## config.mk

```make
export PLATFORM = sky130hd
export DESIGN_NAME = bitstream_loader_flat
export DESIGN_NICKNAME = d
export VERILOG_FILES = /design/src/rtl/bitstream_loader_if.sv /design/src/rtl/bitstream_loader.sv /design/src/flat_wrapper.sv
export SDC_FILE = /design/constraint.sdc
export NUM_CORES = 1
export LEC_CHECK = 0
export CORE_UTILIZATION = 45
export DETAILED_ROUTE_END_ITERATION = 8
export HOLD_SLACK_MARGIN = 0.15
export PLACE_DENSITY = 0.68
export SYNTH_ARGS = -nofsm -noshare
export SYNTH_HDL_FRONTEND = slang
export SYNTH_SLANG_ARGS = --single-unit
```

## constraint.sdc

```tcl
create_clock -name clk -period 5.2 [get_ports clk]
set_clock_uncertainty 0.15 [all_clocks]
set_input_delay 1.04 -clock clk [delete_from_list [all_inputs] [get_ports clk]]
set_output_delay 1.04 -clock clk [all_outputs]
set_load 0.02 [all_outputs]
```

## src/rtl/bitstream_loader_if.sv

```systemverilog
// Byte stream feeding the configuration loader: valid/ready handshake carrying one config byte.
// The byte source drives through master; the loader receives through slave.
interface bitstream_loader_if;
    logic [7:0] byte_data;
    logic       byte_valid;
    logic       byte_ready;

    modport master (output byte_data, output byte_valid, input byte_ready);
    modport slave  (input byte_data, input byte_valid, output byte_ready);
endinterface

```

## src/rtl/bitstream_loader.sv

```systemverilog
// Serialises config bytes onto the fabric chain (prog_clk/prog_en/prog_in), or in VERIFY mode
// recirculates prog_out back into the chain and counts bits that differ from the byte stream.
module bitstream_loader #(
    parameter int CHAIN_LEN = 256,
    parameter int CLK_DIV   = 2,
    parameter int ERR_W     = 8
) (
    input  logic               clk,
    input  logic               rst_n,
    input  logic               start_i,
    input  logic               verify_i,
    input  logic               abort_i,
    bitstream_loader_if.slave  byte_if,
    output logic               prog_clk_o,
    output logic               prog_en_o,
    output logic               prog_in_o,
    input  logic               prog_out_i,
    output logic               busy_o,
    output logic               done_o,
    output logic               mismatch_o,
    output logic [ERR_W-1:0]   err_cnt_o
);

    localparam int CNT_W = $clog2(CHAIN_LEN + 1);
    localparam int DIV_W = (CLK_DIV > 1) ? $clog2(CLK_DIV) : 1;

    localparam logic [2:0] S_IDLE  = 3'd0;
    localparam logic [2:0] S_FETCH = 3'd1;
    localparam logic [2:0] S_LO    = 3'd2;
    localparam logic [2:0] S_HI    = 3'd3;
    localparam logic [2:0] S_TAIL  = 3'd4;

    logic [2:0]       state_q,    state_d;
    logic [7:0]       shreg_q,    shreg_d;
    logic [CNT_W-1:0] bit_cnt_q,  bit_cnt_d;
    logic [2:0]       bit_idx_q,  bit_idx_d;
    logic [DIV_W-1:0] div_q,      div_d;
    logic             verify_q,   verify_d;
    logic             prog_clk_q, prog_clk_d;
    logic             prog_en_q,  prog_en_d;
    logic             prog_in_q,  prog_in_d;
    logic             busy_q,     busy_d;
    logic             done_q,     done_d;
    logic             mis_q,      mis_d;
    logic [ERR_W-1:0] err_q,      err_d;

    logic div_last;
    assign div_last = (div_q == DIV_W'(CLK_DIV - 1));

    // Gated by abort so a byte offered in the aborting cycle is never seen as transferred.
    assign byte_if.byte_ready = (state_q == S_FETCH) && !abort_i;

    always_comb begin
        state_d    = state_q;
        shreg_d    = shreg_q;
        bit_cnt_d  = bit_cnt_q;
        bit_idx_d  = bit_idx_q;
        div_d      = div_q;
        verify_d   = verify_q;
        prog_clk_d = prog_clk_q;
        prog_en_d  = prog_en_q;
        prog_in_d  = prog_in_q;
        busy_d     = busy_q;
        done_d     = 1'b0;
        mis_d      = mis_q;
        err_d      = err_q;

        if (abort_i && (state_q != S_IDLE)) begin
            state_d    = S_IDLE;
            prog_clk_d = 1'b0;
            prog_en_d  = 1'b0;
            busy_d     = 1'b0;
        end else begin
            case (state_q)
                S_IDLE: begin
                    if (start_i && !abort_i) begin
                        state_d   = S_FETCH;
                        verify_d  = verify_i;
                        mis_d     = 1'b0;
                        err_d     = '0;
                        bit_cnt_d = '0;
                        busy_d    = 1'b1;
                        prog_en_d = 1'b1;
                    end
                end
                S_FETCH: begin
                    if (byte_if.byte_valid) begin
                        state_d   = S_LO;
                        shreg_d   = byte_if.byte_data;
                        bit_idx_d = 3'd0;
                        div_d     = '0;
                        prog_in_d = verify_q ? prog_out_i : byte_if.byte_data[7];
                    end
                end
                S_LO: begin
                    if (div_last) begin
                        state_d    = S_HI;
                        div_d      = '0;
                        prog_clk_d = 1'b1;
                        if (verify_q && (prog_out_i != shreg_q[7])) begin
                            mis_d = 1'b1;
                            if (err_q != '1) begin
                                err_d = err_q + 1'b1;
                            end
                        end
                    end else begin
                        div_d = div_q + 1'b1;
                    end
                end
                S_HI: begin
                    if (div_last) begin
                        div_d      = '0;
                        prog_clk_d = 1'b0;
                        bit_cnt_d  = bit_cnt_q + 1'b1;
                        shreg_d    = {shreg_q[6:0], 1'b0};
                        // Leftover low bits of a final partial byte are simply never shifted out.
                        if (bit_cnt_q == CNT_W'(CHAIN_LEN - 1)) begin
                            state_d   = S_TAIL;
                            prog_en_d = 1'b0;
                            done_d    = 1'b1;
                        end else if (bit_idx_q == 3'd7) begin
                            state_d = S_FETCH;
                        end else begin
                            state_d   = S_LO;
                            bit_idx_d = bit_idx_q + 3'd1;
                            prog_in_d = verify_q ? prog_out_i : shreg_q[6];
                        end
                    end else begin
                        div_d = div_q + 1'b1;
                    end
                end
                S_TAIL: begin
                    state_d = S_IDLE;
                    busy_d  = 1'b0;
                end
                default: begin
                    state_d    = S_IDLE;
                    prog_clk_d = 1'b0;
                    prog_en_d  = 1'b0;
                    busy_d     = 1'b0;
                end
            endcase
        end
    end

    always_ff @(posedge clk or negedge rst_n) begin
        if (!rst_n) begin
            state_q    <= S_IDLE;
            shreg_q    <= '0;
            bit_cnt_q  <= '0;
            bit_idx_q  <= '0;
            div_q      <= '0;
            verify_q   <= 1'b0;
            prog_clk_q <= 1'b0;
            prog_en_q  <= 1'b0;
            prog_in_q  <= 1'b0;
            busy_q     <= 1'b0;
            done_q     <= 1'b0;
            mis_q      <= 1'b0;
            err_q      <= '0;
        end else begin
            state_q    <= state_d;
            shreg_q    <= shreg_d;
            bit_cnt_q  <= bit_cnt_d;
            bit_idx_q  <= bit_idx_d;
            div_q      <= div_d;
            verify_q   <= verify_d;
            prog_clk_q <= prog_clk_d;
            prog_en_q  <= prog_en_d;
            prog_in_q  <= prog_in_d;
            busy_q     <= busy_d;
            done_q     <= done_d;
            mis_q      <= mis_d;
            err_q      <= err_d;
        end
    end

    assign prog_clk_o = prog_clk_q;
    assign prog_en_o  = prog_en_q;
    assign prog_in_o  = prog_in_q;
    assign busy_o     = busy_q;
    assign done_o     = done_q;
    assign mismatch_o = mis_q;
    assign err_cnt_o  = err_q;

endmodule

```

## src/flat_wrapper.sv

```systemverilog
// flat-port wrapper written by rule: the top's interface ports become plain ports
module bitstream_loader_flat 
#(
    parameter int CHAIN_LEN = 256,
    parameter int CLK_DIV   = 2,
    parameter int ERR_W     = 8
)
  (clk, rst_n, start_i, verify_i, abort_i, prog_clk_o, prog_en_o, prog_in_o, prog_out_i, busy_o, done_o, mismatch_o, err_cnt_o, byte_if_byte_data, byte_if_byte_valid, byte_if_byte_ready);
  bitstream_loader_if byte_if_i ();
  input  logic clk;
  input  logic rst_n;
  input  logic start_i;
  input  logic verify_i;
  input  logic abort_i;
  output logic prog_clk_o;
  output logic prog_en_o;
  output logic prog_in_o;
  input  logic prog_out_i;
  output logic busy_o;
  output logic done_o;
  output logic mismatch_o;
  output logic [ERR_W-1:0] err_cnt_o;
  input wire logic [$bits(byte_if_i.byte_data)-1:0] byte_if_byte_data;
  input wire logic [$bits(byte_if_i.byte_valid)-1:0] byte_if_byte_valid;
  output wire logic [$bits(byte_if_i.byte_ready)-1:0] byte_if_byte_ready;
  assign byte_if_i.byte_data = byte_if_byte_data;
  assign byte_if_i.byte_valid = byte_if_byte_valid;
  assign byte_if_byte_ready = byte_if_i.byte_ready;
  bitstream_loader #(.CHAIN_LEN(CHAIN_LEN), .CLK_DIV(CLK_DIV), .ERR_W(ERR_W)) u_core (.clk(clk), .rst_n(rst_n), .start_i(start_i), .verify_i(verify_i), .abort_i(abort_i), .byte_if(byte_if_i), .prog_clk_o(prog_clk_o), .prog_en_o(prog_en_o), .prog_in_o(prog_in_o), .prog_out_i(prog_out_i), .busy_o(busy_o), .done_o(done_o), .mismatch_o(mismatch_o), .err_cnt_o(err_cnt_o));
endmodule
```

==> run summary, run 1 <==
=================================================================================
Result of the run                                                       completed
Critical setup path kind                                             input pin to output port
Hold/Removal Path Class                                              flip-flop to flip-flop
Number of failing hold endpoints at the final stage                             0
Starting density of the core                                                47.1%
Sum of net half-perimeters after detailed placement                       2.79 mm
Final number of setup-violating endpoints                                       0
Total length of routed wires                                              4.09 mm
Antenna violations before repair                                                0
Reported max-cap violation count                                                0
Maximum number of pins on one net before global-route repair                   40
Area share of the largest cell type after synthesis                         47.2%
Reg-to-reg slack, setup                                                   2.51 ns
Highest Clock Rate                                                        250 MHz
Vertical die dimension                                                    69.8 um
Total power per unit cell area                                        430 nW/um^2
DR pass1 iterations                                                             4
Count of state elements after synthesis                                        39
Area Growth Syn to Fin                                                      20.9%
Register clock-pin slew on the reported worst setup and hold paths        0.08 ns
Seq. cell area                                                          976 sq um
Number of cells upsized or downsized after cts                                  0
Violation count after the first detailed-routing iteration                    123
Number of cells produced by synthesis                                         221
Final period utilization                                                    76.9%
CTS Hold Buffers Added                                                          0
Setup TNS                                                                    0 ns
Final routed DRC violation total                                                0
Worst-case vdd ir drop                                                 0.000238 V
Required time of the critical path                                        4.01 ns
Clock root buffer                                                    sky130_fd_sc_hd__clkbuf_8
Mapped Avg Cell Area                                                   9.35 sq um
Buffers from clock root to sink, at most                                        2
Ranking of synthesized cells by instance count                       39 x sky130_fd_sc_hd__dfrtp_1, 30 x sky130_fd_sc_hd__o21ai_0, 25 x sky130_fd_sc_hd__nand2_1, 19 x sky130_fd_sc_hd__nor2_1, 10 x sky130_fd_sc_hd__a21oi_1
Total gr overflow                                                               0
Post-synthesis cell type with the largest combined area              sky130_fd_sc_hd__dfrtp_1
Total CTS buffers                                                               5
Number of levels the H-tree was split into                                      2
Sequential cell area fraction in the yosys report                           47.2%
Clk sinks                                                                      39
Layout cell share with drive strength beyond 1                              7.26%
Count of antenna-violating nets left after detailed routing                     0
Total number of placement rows                                                 24
Vias                                                                         1656
Global routing usage summed across all routing layers                       18.9%
Type of destination of the critical path                              output port
Vias in the first global route                                               1592
Wire length of the first global-routing pass                              7.39 mm
Ranking of synthesized cells by area                                 sky130_fd_sc_hd__dfrtp_1 47%, sky130_fd_sc_hd__o21ai_0 7.3%, sky130_fd_sc_hd__nand2_1 4.5%, sky130_fd_sc_hd__ha_1 3.6%, sky130_fd_sc_hd__nor2_1 3.5%
CP max FO                                                                      10
Max-slew headroom                                                           42.3%
Final net count                                                               268
Min-Delay Path Depth                                                            2
Total inserted antenna cells                                                    0
TritonCTS clock tree                                                          yes
Area of the die                                                        4870 sq um
Number of flops mapped to enable cells by yosys                                 0
Share of synthesized flip-flops with an asynchronous set or reset            100%
Count of different cell masters after synthesis                                40
Max Slew Vio Count                                                              0
Cell with the most instances after synthesis                         sky130_fd_sc_hd__dfrtp_1
Signal arrival time at the worst endpoint                                 2.81 ns
Time the final worst path needs with I/O delays and setup                 4.00 ns
RSZ-0062 raised after global routing                                           no
Clock Latency Late Sink                                                   0.29 ns
Buffers inserted by post-CTS timing repair                                      0
Count of input and output buffers                                              29
Standard cell core area                                                4380 sq um
Number of fill cells                                                          398
Leakage power figure                                                      1.06 nW
Horizontal die dimension                                                  69.8 um
Setup crit start kind                                                   input pin
Gp weighted congestion                                                      0.828
Final routed wire length divided by cell count                            13.6 um
Netlist area before placement                                          2070 sq um
Power after layout                                                        1.08 mW
Number of warnings reported in the yosys synthesis log                          0
Net count after synthesis                                                     242
Tightest Pin Transition                                                  0.865 ns
Main synth FF type                                                   sky130_fd_sc_hd__dfrtp_1
Detailed-route vias per instance                                             5.52
I/O pin count                                                                  30
Path depth of the worst reg2reg path                                            5
Area used by multi-input combinational logic                           1010 sq um
=================================================================================
-- critical path, stage by stage --
cell                              delay, ns
sky130_fd_sc_hd__clkdlybuf4s50_1       0.56
sky130_fd_sc_hd__nor2_1                0.40
sky130_fd_sc_hd__nand2_1               0.09
sky130_fd_sc_hd__nor2_1                0.11
sky130_fd_sc_hd__clkdlybuf4s50_1       0.61
-- layout by cell type, fill, tap and decap left out, types with 5 or more instances in the layout --
cell type,count
sky130_fd_sc_hd__dfrtp_1,39
sky130_fd_sc_hd__ha_1,6
sky130_fd_sc_hd__mux2i_1,7
sky130_fd_sc_hd__nor3b_1,5
sky130_fd_sc_hd__a21oi_1,10
sky130_fd_sc_hd__o21ai_0,30
sky130_fd_sc_hd__nand2_1,25
sky130_fd_sc_hd__nor2_1,19
sky130_fd_sc_hd__clkdlybuf4s50_1,28
sky130_fd_sc_hd__nand3_1,9
sky130_fd_sc_hd__clkbuf_8,5
sky130_fd_sc_hd__xnor2_1,5
sky130_fd_sc_hd__inv_1,5
sky130_fd_sc_hd__nor3_1,6
-- per-stage QoR --
step	hold WS, ns	util [%]	setup slack, ns	std cells	area [sq um]
final	0.332	57.0	1.20	300	2500
after global placement	0.310	54.0	1.23	292	2370
after floorplan	0.299	-	2.22	221	2070
after detailed placement	0.317	54.0	1.20	292	2370
after CTS	0.334	57.0	1.18	300	2500
after global routing	0.354	57.0	1.08	300	2500
-- area by class of cell --
type                       instances  area share [%]
multi-input combinational        166            40.6
sequential                        39            39.0
timing repair buffer              30            11.7
clock buffer                       6            2.90
tap                               52            2.60
clock inverter                     2            2.40
inverter                           5           0.751
-- sequential cells by signal (all words and copies together) (netlist names), 3 cells and up --
register          flops
u_core.shreg_q        8
u_core.bit_idx_q      3
u_core.state_q        3
u_core.err_cnt_o      8
u_core.bit_cnt_q      9
-- path summary, 6_finish.rpt --
check                                         start                  end
worst min-delay path            u_core.bit_cnt_q[8]  u_core.bit_cnt_q[8]
worst min register to register  u_core.bit_cnt_q[8]  u_core.bit_cnt_q[8]
min in group asynchronous                     rst_n  u_core.bit_cnt_q[4]
worst max register to register    u_core.state_q[1]  u_core.err_cnt_o[5]
max in group asynchronous                     rst_n    u_core.shreg_q[3]
worst max-delay path                        abort_i   byte_if_byte_ready
-- metal layers --
metal  wire length (um)  GRT usage, %  share of wire, %
met5                  0             0                 0
met4                 76          8.44               1.9
met3                157          3.63               3.8
met2               1850          28.8                45
met1               2000          26.0                49
-- power breakdown --
part / switching, mW / internal [mW] / total [mW]
Clock: 0.109 / 0.192 / 0.300
Sequential: 0.0787 / 0.374 / 0.452
Combinational: 0.169 / 0.153 / 0.322
-- cell families (layout without fill, tap and decap cells) --
logic type / count (synthesis) / count (layout) / synth area share [%]
and+or+nand+nor: 86 / 86 / 20.8
AOI/OAI and AO/OA: 58 / 58 / 16.9
DFF: 39 / 39 / 47.2
buffers and inverters: 16 / 43 / 3.69
muxes: 11 / 11 / 5.57
adders and majority gates: 6 / 6 / 3.63
xor gates and xnor gates: 5 / 5 / 2.12
No activity file was read; power rests on OpenSTA's default activity.
==> inputs of run 2 (changes only) <==
--- a/config.mk
+++ b/config.mk
@@ -8,7 +8,7 @@
 export CORE_UTILIZATION = 45
 export DETAILED_ROUTE_END_ITERATION = 8
 export HOLD_SLACK_MARGIN = 0.15
-export PLACE_DENSITY = 0.68
+export PLACE_DENSITY = 0.71
 export SYNTH_ARGS = -nofsm -noshare
 export SYNTH_HDL_FRONTEND = slang
 export SYNTH_SLANG_ARGS = --single-unit
==> constraint.sdc (replaced) <==
create_clock -name clk -period 3.4 [get_ports clk]
set_clock_uncertainty 0.15 [all_clocks]
set_input_delay 0.68 -clock clk [delete_from_list [all_inputs] [get_ports clk]]
set_output_delay 0.68 -clock clk [all_outputs]
set_load 0.02 [all_outputs]
==> run 2 against run 1 <==
  * Flip-flop and latch count did not move
  * Critical path depth did not move
  * Power rose by 41%
  * Worst hold slack got worse by 0.0029 ns
  * Global-route usage rose by 0.57 points
  * Cell count rose by 1.0%
  * Die area did not move
  * Sequential power rose by 53%
  * Count of clock-buffer cells in the layout did not move
  * Non-clock buffer count rose by 4
  * Cell area fell by 0.60%
  * Via count rose by 2.2%
==> run summary, run 2 (synthesized netlist as in run 1, its figures left out) <==
=================================================================================
Horizontal die dimension                                                  69.8 um   unchanged
Required time of the critical path                                        2.57 ns   -1.44 ns
GRT Max-Usage Layer                                                          met2
Setup TNS                                                                    0 ns   unchanged
Area of the die                                                        4870 sq um   unchanged
Detailed-route vias per instance                                             5.58   +1.2%
Register name with the most flops                                    u_core.bit_cnt_q
Clock Latency Late Sink                                                   0.29 ns   about the same
CP max FO                                                                       3   -7
Count of antenna-violating nets left after detailed routing                     0   unchanged
Wire length of the first global-routing pass                              7.50 mm   +1.5%
Total inserted antenna cells                                                    0   unchanged
Placed Instances                                                              296   +1.4%
Power after layout                                                        1.52 mW   +41%
Buffers inserted by post-CTS timing repair                                      0   unchanged
Total length of routed wires                                              4.20 mm   +2.6%
Total gr overflow                                                               0   unchanged
Leakage power figure                                                      1.06 nW   about the same
Number of cells in the finished layout apart from fillers                     303   +1.0%
Buffers from clock root to sink, at most                                        2   unchanged
Highest Clock Rate                                                        344 MHz
Final net count                                                               272   +1.5%
Layout cell share with drive strength beyond 1                              8.76%   +1.5 points
Type of destination of the critical path                              output port
Clk sinks                                                                      39   unchanged
Time the final worst path needs with I/O delays and setup                 2.91 ns
Hold/Removal Path Class                                              flip-flop to flip-flop
Met2 Track Usage GR                                                         29.3%   +0.43 points
Final routed DRC violation total                                                0   unchanged
Number of levels the H-tree was split into                                      2   unchanged
Commonest non-fill, non-tap cells in the layout                      39 x sky130_fd_sc_hd__dfrtp_1, 30 x sky130_fd_sc_hd__o21ai_0, 28 x sky130_fd_sc_hd__clkdlybuf4s50_1
Max reg flops                                                                   9   unchanged
Met1 routing resource usage after global routing                            27.3%   +1.3 points
Final period utilization                                                    85.5%
Signal arrival time at the worst endpoint                                 2.08 ns   -0.73 ns
Clock root buffer                                                    sky130_fd_sc_hd__clkbuf_8
Gp weighted congestion                                                      0.816   -1.4%
Result of the run                                                       completed
Total power per unit cell area                                        611 nW/um^2   +42%
Register clock-pin slew on the reported worst setup and hold paths        0.07 ns   about the same
Worst-case vdd ir drop                                                 0.000339 V   +42%
TritonCTS clock tree                                                          yes
Sum of net half-perimeters after detailed placement                       2.85 mm   +2.2%
CTS Hold Buffers Added                                                          0   unchanged
Post-place setup slack                                                   0.431 ns   -0.772 ns
Number of cells upsized or downsized after cts                                  0   unchanged
Maximum number of pins on one net before global-route repair                   40   unchanged
Starting density of the core                                                47.1%   unchanged
Global routing usage summed across all routing layers                       19.5%   +0.57 points
Most common cell after layout, fill and taps aside                   sky130_fd_sc_hd__dfrtp_1
Critical setup path kind                                             input pin to output port
Antenna violations before repair                                                0   unchanged
Final routed wire length divided by cell count                            13.9 um   +1.6%
Met3 GRT Util                                                               4.36%   +0.73 points
Total number of placement rows                                                 24   unchanged
I/O pin count                                                                  30   unchanged
Final worst slack                                                        0.491 ns   -0.710 ns
Final number of setup-violating endpoints                                       0   unchanged
Setup crit start kind                                                   input pin
Tightest Pin Transition                                                   1.18 ns   +0.316 ns
Area Growth Syn to Fin                                                      20.2%
Vias in the first global route                                               1585   -0.44%
Count of input and output buffers                                              29   unchanged
Vias                                                                         1692   +2.2%
Max-slew headroom                                                           20.4%   -22 points
Total CTS buffers                                                               5   unchanged
RSZ-0062 raised after global routing                                           no
DR pass1 iterations                                                             4   unchanged
Standard cell core area                                                4380 sq um   unchanged
Number of failing hold endpoints at the final stage                             0   unchanged
Reported max-cap violation count                                                0   unchanged
Layout Utilization                                                          56.7%   -0.34 points
Vertical die dimension                                                    69.8 um   unchanged
Max Slew Vio Count                                                              0   unchanged
Violation count after the first detailed-routing iteration                    192   +56%
=================================================================================
==> run 2: cell types whose count changed in the layout (fill, tap and decap cells not counted), sizes merged <==
cell | before | now
buf | 2 | 6
bufinv | 2 | 0
clkinv | 0 | 1
==> run 2: final timing paths <==
kind                                    from             endpoint  slack (ns)  cells after the start
min in group asynchronous              rst_n  u_core.bit_cnt_q[4]        0.36                      1
hold reg to reg             u_core.prog_en_o     u_core.prog_en_o        0.33                      1
setup reg to reg           u_core.state_q[1]  u_core.err_cnt_o[5]        0.86                      5
hold / removal              u_core.prog_en_o     u_core.prog_en_o        0.33                      1
max in group asynchronous              rst_n  u_core.bit_cnt_q[3]        2.19                      1
setup / recovery                     abort_i   byte_if_byte_ready        0.49                      5
==> run 2: per-stage QoR <==
step	hold WS (ns)	cell area [sq um]
after floorplan	0.234	2070
after global placement	0.309	2400
after detailed placement	0.319	2400
after CTS	0.336	2480
after global routing	0.364	2480
final	0.329	2480
==> run 2: metal layers <==
layer	vias up	share of wire [%]
met4	0	1.7
met2	29	44
met1	803	51
met5	-	0
met3	7	3.2
li1	853	-
==> run 2: critical path: stages <==
cell                              delay, ns
sky130_fd_sc_hd__clkdlybuf4s50_1       0.47
sky130_fd_sc_hd__nor2_1                0.15
sky130_fd_sc_hd__nand2_1               0.07
sky130_fd_sc_hd__nor2_1                0.10
sky130_fd_sc_hd__clkdlybuf4s50_1       0.61
==> run 2: report_power, final <==
| group | switching, mW | internal (mW) |
|---|---|---|
| logic | 0.264 | 0.245 |
| registers | 0.120 | 0.572 |
| clock network | 0.158 | 0.159 |
| total | 0.542 | 0.976 |
==> run 2: final cells by class <==
class	count	area (sq um)
Sequential cell	39	976
Multi-Input combinational cell	166	1010
Fill cell	406	1900
Timing Repair Buffer	34	323
Inverter	5	18.8
Tap cell	52	65.1
Clock inverter	1	5.00
Clock buffer	6	82.6
